File: src/rtl/bsg_mul_comp42_pkg.sv
// Shared types and helpers for the carry-save 4:2 accumulator.
package bsg_mul_comp42_pkg;

    typedef enum logic {eIDLE, eACCUM} state_e;

    // Increment that sticks at the all-ones value of a w-bit counter (w <= 32).
    function automatic logic [31:0] sat_inc(input logic [31:0] v, input int unsigned w);
        logic [31:0] max_v;
        max_v = (w >= 32) ? '1 : ((32'd1 << w) - 32'd1);
        return (v >= max_v) ? max_v : v + 32'd1;
    endfunction

endpackage

File: src/rtl/bsg_mul_comp42_row.sv
// Combinational 4:2 compressor row: i[0]+i[1]+i[2]+i[3]+cr_i = s_o + 2*c_o + 2^width_p*cl_o.
module bsg_mul_comp42_row #(
    parameter int width_p  = 32,
    parameter bit harden_p = 1'b0
) (
    input  logic [3:0][width_p-1:0] i,
    input  logic                    cr_i,
    output logic                    cl_o,
    output logic [width_p-1:0]      c_o,
    output logic [width_p-1:0]      s_o
);

    // Lateral carry chain between bit slices; it only ever ripples one position.
    logic [width_p:0] chain;

    assign chain[0] = cr_i;
    assign cl_o     = chain[width_p];

    if (harden_p && (width_p < 5 || width_p > 8)) begin : g_bad_width
        $error("bsg_mul_comp42_row: harden_p=1 requires width_p in 5..8");
    end

    for (genvar k = 0; k < width_p; k++) begin : g_bit
        logic x;
        if (harden_p) begin : g_hard
            // Gate-level equivalent of one cell of the rp comp42 block row.
            assign x            = i[0][k] ^ i[1][k] ^ i[2][k] ^ i[3][k];
            assign chain[k+1]   = (i[0][k] & i[1][k]) | (i[0][k] & i[2][k]) | (i[1][k] & i[2][k]);
            assign s_o[k]       = x ^ chain[k];
            assign c_o[k]       = x ? chain[k] : i[3][k];
        end else begin : g_gen
            // Two cascaded full adders.
            assign x            = i[0][k] ^ i[1][k] ^ i[2][k];
            assign chain[k+1]   = (i[0][k] & i[1][k]) | (i[0][k] & i[2][k]) | (i[1][k] & i[2][k]);
            assign s_o[k]       = x ^ i[3][k] ^ chain[k];
            assign c_o[k]       = (x & i[3][k]) | (x & chain[k]) | (i[3][k] & chain[k]);
        end
    end

endmodule

File: src/rtl/bsg_mul_comp42_accum.sv
// Carry-save burst accumulator: one 4:2 row per beat, a single carry-propagate add on the last beat.
module bsg_mul_comp42_accum
    import bsg_mul_comp42_pkg::*;
#(
    parameter int width_p       = 32,
    parameter int count_width_p = 8,
    parameter bit harden_p      = 1'b0
) (
    input  logic                     clk_i,
    input  logic                     reset_i,
    input  logic                     v_i,
    output logic                     ready_o,
    input  logic [width_p-1:0]       a_i,
    input  logic [width_p-1:0]       b_i,
    input  logic                     first_i,
    input  logic                     last_i,
    output logic                     v_o,
    input  logic                     yumi_i,
    output logic [width_p-1:0]       data_o,
    output logic [count_width_p-1:0] count_o
);

    state_e                   state_r;
    logic [width_p-1:0]       sum_r, carry_r;
    logic [count_width_p-1:0] cnt_r, cnt_next;
    logic [3:0][width_p-1:0]  row_in;
    logic [width_p-1:0]       row_s, row_c, carry_shift;
    logic                     row_cl_unused;
    logic                     accept, first_beat;

    assign ready_o    = ~v_o | yumi_i;
    assign accept     = v_i & ready_o;
    // An idle block has nothing to merge, so every beat there opens a burst.
    assign first_beat = (state_r == eIDLE) | first_i;

    assign row_in[0] = a_i;
    assign row_in[1] = b_i;
    assign row_in[2] = first_beat ? '0 : sum_r;
    assign row_in[3] = first_beat ? '0 : carry_r;

    bsg_mul_comp42_row #(
        .width_p  (width_p),
        .harden_p (harden_p)
    ) u_row (
        .i    (row_in),
        .cr_i (1'b0),
        .cl_o (row_cl_unused),
        .c_o  (row_c),
        .s_o  (row_s)
    );

    assign carry_shift = row_c << 1;
    assign cnt_next    = first_beat ? count_width_p'(1)
                                    : count_width_p'(sat_inc(32'(cnt_r), count_width_p));

    always_ff @(posedge clk_i) begin
        if (reset_i) begin
            state_r <= eIDLE;
            sum_r   <= '0;
            carry_r <= '0;
            cnt_r   <= '0;
            v_o     <= 1'b0;
            data_o  <= '0;
            count_o <= '0;
        end else begin
            if (yumi_i) begin
                v_o <= 1'b0;
            end
            if (accept) begin
                if (last_i) begin
                    data_o  <= row_s + carry_shift;
                    count_o <= cnt_next;
                    v_o     <= 1'b1;
                    sum_r   <= '0;
                    carry_r <= '0;
                    cnt_r   <= '0;
                    state_r <= eIDLE;
                end else begin
                    sum_r   <= row_s;
                    carry_r <= carry_shift;
                    cnt_r   <= cnt_next;
                    state_r <= eACCUM;
                end
            end
        end
    end

`ifndef SYNTHESIS
    always_ff @(posedge clk_i) begin
        if (!reset_i) begin
            assert (!(yumi_i && !v_o))
                else $error("bsg_mul_comp42_accum: yumi_i asserted while v_o=0");
        end
    end
`endif

endmodule
File: config.mk
export PLATFORM = sky130hd
export DESIGN_NAME = bsg_mul_comp42_accum
export DESIGN_NICKNAME = d
export VERILOG_FILES = /design/src/rtl/bsg_mul_comp42_pkg.sv /design/src/rtl/bsg_mul_comp42_row.sv /design/src/rtl/bsg_mul_comp42_accum.sv
export SDC_FILE = /design/constraint.sdc
export NUM_CORES = 1
export LEC_CHECK = 0
export BUFFER_PORTS_ARGS = -buffer_cell sky130_fd_sc_hd__clkbuf_2
export CAP_MARGIN = 20
export CORE_MARGIN = 4
export CORE_UTILIZATION = 60
export CTS_BUF_LIST = sky130_fd_sc_hd__clkbuf_4 sky130_fd_sc_hd__clkbuf_8
export DETAILED_ROUTE_END_ITERATION = 12
export PLACE_DENSITY = 0.87
export REMOVE_ABC_BUFFERS = 1
export SYNTH_ARGS = -nofsm -noshare
export SYNTH_HDL_FRONTEND = slang
export SYNTH_SLANG_ARGS = --single-unit
File: constraint.sdc
create_clock -name clk_i -period 6 [get_ports clk_i]
set_input_delay 0.6 -clock clk_i [delete_from_list [all_inputs] [get_ports clk_i]]
set_output_delay 0.6 -clock clk_i [all_outputs]
set_load 0.05 [all_outputs]
==> results of run 1 <==
-- layout make-up --
cell class                 instances  share of cell area [%]
inverter                          95                   4.144
multi-input combinational        686                   57.43
sequential                       112                   26.05
clock buffer                      11                   1.759
tap                              172                   2.501
clock inverter                     5                  0.7270
timing repair buffer             119                   7.386
-- registers in the layout, summed over array words and instances, names as in the netlist --
signal and count:
v_o 1, count_o 8, sum_r 32, cnt_r 8
data_o 32, state_r 1, carry_r 30
-- layer usage --
layer	vias to the layer above	routed length (µm)
met1	3226	7978
met2	215	8931
met3	38	1004
met5	-	0
met4	0	395
li1	3314	-
-- worst paths after layout --
kind                 to       from  slack, ps
max          data_o[24]    state_r       1520
min reg2reg   sum_r[21]  sum_r[21]        450
max reg2reg  data_o[24]    state_r       1520
min           sum_r[21]  sum_r[21]        450
-- worst max-delay path: stages, from the launching register on --
cell      delay (ps)
dfxtp_1          370
nor2b_4          360
buf_4            310
nand2_1          100
fa_1             490
inv_1             60
fa_1             520
ha_1             400
a21oi_1          170
o21ai_1          120
a221o_1          320
a221oi_2         440
a21oi_1          140
or3_1            310
a32o_1           240
-- cell usage in the layout (no fill, tap or decap), drive strengths merged, types with 2 or more instances in the layout --
cell,count
a211oi,8
a21boi,3
a21o,10
a21oi,116
a221o,3
a22oi,6
a31o,3
a31oi,10
a41oi,2
and2,42
and3,12
and4,2
buf,9
clkbuf,121
dfxtp,112
fa,61
ha,31
inv,97
mux2i,2
nand2,139
nand2b,2
nand3,15
nand3b,52
nand4,8
nor2,39
nor2b,6
nor3,18
nor4,2
o211ai,3
o21a,5
o21ai,33
o21bai,4
o22ai,2
o31ai,3
or2,2
or3,3
xnor2,17
xor2,12
-- logic make-up after synthesis --
| group | Yosys count | share of synthesized area, % |
|---|---|---|
| multiplexers | 3 | 0.5498 |
| adder cells (fa/ha/maj) | 92 | 20.80 |
| buffers and inverters | 150 | 7.293 |
| AND/OR/NAND/NOR | 343 | 22.38 |
| flip-flops | 112 | 28.98 |
| AO/OA/AOI/OAI | 219 | 16.72 |
| XOR/XNOR | 29 | 3.283 |
-- metrics by stage --
step | util, % | total power, mW
2_1_floorplan | - | 1.286
3_3_place_gp | 66.22 | 1.462
3_5_place_dp | 66.28 | 1.472
4_1_cts | 67.98 | 1.967
5_1_grt | 68.19 | 2.069
6_report | 68.19 | 1.963
-- report_power, final --
| part | internal (mW) | switching [mW] | leakage, nW |
|---|---|---|---|
| clock | 0.220 | 0.277 | 0.108 |
| combinational | 0.235 | 0.425 | 2.78 |
| sequential | 0.783 | 0.0237 | 0.911 |
==> flow_summary_export.csv, run 1 <==
group,metric,value,unit
status,outcome,"finished clean",
clock_tree,htreeDepth,3,
setup_path,critPathLaunchType,"flop",
synth,yosysWarnings,0,
sta,fin_crit_sh,74.66,%
layout,seqCellArea,0.002242,mm²
setup_path,worstPathRequired,6300,ps
clock_tree,ctsResizeCount,0,
place,placedCellCount,1183,
sta,slew_viol_final,0,
route,avgViaCountPerCell,5.661,
synth,netlist_top_cells_count,"nand2_1, a21oi_1, dfxtp_1, inv_1, fa_1",
pwr,irDropWorstVdd,0.1511,mV
grt,use_met1,33.81,%
sta,rsz0062_at_grt,"false",
synth,synth.most_common_cell,"nand2_1",
layout,nets,1185,
synth,syn_inst,948,
layout,design_area,0.008606,mm²
pwr,p_leak,3.797,nW
route,wire_per_inst,15.26,µm
floorplanning,io_pins,112,
floorplanning,die_w,121.6,µm
sta,relSlewSlack,30.05,%
place,dp_hpwl,13250,µm
sta,fin_setup_tns,0,ps
grt,grt_pass1_vias,6513,
setup_path,critical_path_peak_fanout,21,
sta,hold_viol,0,
sta,period_minus_slack,4479,ps
clock_tree,clk_pin_slew_worst_paths,110,ps
setup_path,critPathArrivalTime,4780,ps
route,vias,6793,
sta,layout_setup_ws,1521,ps
clock_tree,cts_hold_buf,0,
synth,synth-edff-count,0,
grt,grt_use_total,25.51,%
sta,skew,12.98,ps
route,drtIter0Drc,442,
sta,fmax,223.2,MHz
floorplanning,die_area,0.01478,mm²
route,route.detailed.drc,0,
layout,nFillCells,1054,
grt,antenna_found_initial,0,
clock_tree,clock_latency,410,ps
layout,diodes,0,
grt,grt_overflow,0,
synth,synth_seq_area_share,28.98,%
place,placed_area,0.008364,mm²
floorplanning,initial_core_util,61.31,%
hold_path,hold_class,"flop to flop",
synth,synthDistinctLibCells,53,
sta,setup_viol,0,
pwr,power_density,228.1,mW/mm²
synth,post_synth_instance_area,0.007737,mm²
clock_tree,cts_buffer_depth,2,
floorplanning,core_area,0.01262,mm²
route,first_pass_iters,5,
setup_path,path_class,"flop to flop",
grt,top_usage_layer,"met2",
clock_tree,cts_num_sinks,112,
clock_tree,ctsRootBufferMaster,"clkbuf_8",
grt,grt_max_degree,83,
place,dpl_worst_slack,1261,ps
layout,multi_input_area,0.004942,mm²
sta,fin_hold_ws,452.2,ps
layout,stdcell_count,1200,
clock_tree,cts_tree,"yes",
sta,worst_slew_pin_slew,1049,ps
synth,async_reset_ff_share,0,%
setup_path,end_kind,"flop",
clock_tree,cts_buffers,9,
place,io_buffer_count,111,
floorplanning,rows,41,
synth,synth_flop_cell,"dfxtp_1",
grt,grt_pass1_wl,30590,µm
grt,global_route.usage.met3,4.364,%
setup_path,r2r_cells,14,
layout,final_layout_size_suffix_gt1_share,14.40,%
layout,syn_to_final_growth,11.22,%
synth,synth_largest_area_cell,"dfxtp_1",
synth,ys_top_cells_by_area,"dfxtp_1, fa_1, a21oi_1",
synth,yosys_register_bits,112,
hold_path,whs_path_depth,2,
route,finalWirelength,18310,µm
synth,postSynthAreaPerCell,8.162,µm²
clock_tree,post_cts_buffers,0,
route,ant_nets,0,
place,gp_congestion,0.9556,
synth,netlist.area_leader.share,28.98,%
job,cap_violations,0,
grt,grt_util_met2,42.52,%
floorplanning,die_h,121.6,µm
Power figures use the tool's default switching activity.
==> inputs of run 2 (changes only) <==
CORE_UTILIZATION = 54   (was 60)
PLACE_DENSITY = 0.83   (was 0.87)
clock period = 4.12 ns   (was 6 ns; I/O delays follow)
==> run 2 against run 1 <==
  * First-iteration DRC count is 15% higher
  * Global-route usage is 1.4 points lower
  * Clock-buffer cell count is 2 lower
  * Maximum frequency is 14% higher
  * Core utilization is 4.4 points lower
  * Critical path depth stayed put
  * Cell count is 3.2% higher
  * Register-to-register slack worse by 1300 ps
  * Sequential cell count stayed put
  * Worst hold slack worse by 57 ps
  * Die area is 10% higher
  * Critical endpoint is now data_o[31]
  * Highest routed layer unchanged
==> flow_summary_export.csv, run 2 (synthesis results as in run 1) <==
group,metric,value,unit
layout,design_area,0.008892,mm²
setup_path,regToRegSetupSlack,190,ps
layout,nets,1215,
place,placedCellCount,1219,
sta,fin_setup_tns,0,ps
layout,layout_common_cells,"nand2_1, a21oi_1, dfxtp_1",
clock_tree,htreeDepth,3,
floorplanning,core_area,0.01393,mm²
sta,relSlewSlack,49.92,%
route,first_pass_iters,5,
setup_path,end_kind,"flop",
floorplanning,die_area,0.01631,mm²
setup_path,crit_buf_inv,2,
grt,grt_max_degree,66,
grt,grt_use_total,24.08,%
layout,layout_commonest_cell,"nand2_1",
hold_path,hold_class,"input pin to flop",
clock_tree,cts_buffers,9,
pwr,irDropWorstVdd,0.1757,mV
setup_path,path_class,"flop to flop",
sta,fmax,254.7,MHz
pwr,finalPower,2.940,mW
grt,grt_overflow,0,
sta,fin_crit_sh,95.30,%
status,outcome,"finished clean",
grt,grt_pass1_wl,32570,µm
route,route.detailed.drc,0,
setup_path,crit_chain,"nor2b_4 -> buf_4 -> nand2_1 -> fa_1 -> inv_1 -> fa_1 -> ha_1 -> a211oi_1 -> o21ai_0 -> a31o_2 -> a221o_1 -> a31oi_1 -> xnor2_1 -> o21ai_1",
route,drtIter0Drc,509,
route,avgViaCountPerCell,5.611,
sta,rsz0062_at_grt,"true",
floorplanning,io_pins,112,
floorplanning,initial_core_util,55.53,%
place,dp_hpwl,14270,µm
route,finalWirelength,19240,µm
setup_path,critPathArrivalTime,4200,ps
setup_path,endpoint,"data_o[31]",
layout,final_layout_size_suffix_gt1_share,17.67,%
pwr,p_leak,3.943,nW
sta,hold_viol,0,
grt,antenna_found_initial,0,
clock_tree,cts_num_sinks,112,
clock_tree,clk_pin_slew_worst_paths,110,ps
setup_path,rr_endpoint,"data_o[31]",
setup_path,critPathLaunchType,"flop",
route,ant_nets,0,
sta,setup_viol,0,
clock_tree,cts_hold_buf,0,
place,io_buffer_count,111,
setup_path,worstPathRequired,4390,ps
place,placed_area,0.008597,mm²
route,vias,6946,
clock_tree,clock_latency,400,ps
clock_tree,cts_tree,"yes",
clock_tree,ctsRootBufferMaster,"clkbuf_8",
setup_path,r2r-start,"state_r",
route,wire_per_inst,15.54,µm
pwr,power_density,330.7,mW/mm²
sta,skew,11.41,ps
clock_tree,cts_buffer_depth,2,
setup_path,r2r_cells,14,
layout,syn_to_final_growth,14.93,%
grt,grt_pass1_vias,6865,
sta,slew_viol_final,0,
layout,stdcell_count,1238,
setup_path,critPathTopFamily,"compound AO/OA/AOI/OAI gates",
setup_path,cpMaxStageDelayCell,"fa_1",
sta,worst_slew_pin_slew,751.3,ps
setup_path,cp.depth,14,
layout,diodes,0,
floorplanning,rows,43,
floorplanning,die_h,127.7,µm
floorplanning,die_w,127.7,µm
setup_path,critical_path_peak_fanout,26,
sta,period_minus_slack,3926,ps
job,cap_violations,0,
place,gp_congestion,0.9339,
setup_path,worstSetupStartpoint,"state_r",
hold_path,whs_path_depth,3,
layout,largestRegisters,"data_o: 32 flops, sum_r: 32 flops, carry_r: 30 flops",
setup_path,slowest_delay,560,ps
setup_path,critPathMostFrequentCell,"fa_1",
## run 2: layout make-up
class	instances	area [µm²]
Clock buffer	9	123.9
Clock inverter	7	82.58
Fill cell	1192	5042
Inverter	95	356.6
Multi-Input combinational cell	686	4990
Sequential cell	112	2243
Tap cell	180	225.2
Timing Repair Buffer	149	870.8
## run 2: worst min-delay path by stage
stage                      from          end
floorplan           carry_r[10]  carry_r[10]
global placement     carry_r[8]   carry_r[8]
detailed placement  carry_r[13]  carry_r[13]
CTS                      yumi_i          v_o
global route             yumi_i          v_o
finish                   yumi_i          v_o
## run 2: report_power, final
group	leakage (nW)	internal, mW	switching [mW]
Clock	0.106	0.294	0.424
Sequential	0.911	1.14	0.0366
Combinational	2.93	0.404	0.642
## run 2: worst register-to-register path, delay by kind of cell, from the launching register on
family | cells | cell delay [ps]
adders and majority gates | 3 | 1300
buffers and inverters | 2 | 330
AOI/OAI and AO/OA | 6 | 1370
and+or+nand+nor | 2 | 300
xor gates and xnor gates | 1 | 150
DFF | 1 | 350
## run 2: per-stage QoR
step	utilization, %	hold slack (ps)	setup WS, ps
6_report	63.81	395.0	193.6
5_1_grt	63.81	406.0	-3.993
4_1_cts	63.18	373.1	124.0
3_5_place_dp	61.70	439.1	21.80
3_3_place_gp	61.70	433.9	119.8
2_1_floorplan	-	421.2	-1224
## run 2: what timing repair did
action / 4_1_cts / 5_1_grt
gates resized for setup: 0 / 10
setup buffers: 0 / 2
endpoints found under the setup margin: 0 / 15
## run 2: metal layers
| layer | wire [µm] | up-vias | track usage [%] |
|---|---|---|---|
| met5 | 0 | - | 0 |
| met2 | 9349 | 215 | 39.61 |
| met1 | 8324 | 3330 | 32.76 |
| met3 | 1186 | 29 | 3.917 |
| met4 | 377 | 0 | 7.491 |
| li1 | - | 3372 | - |
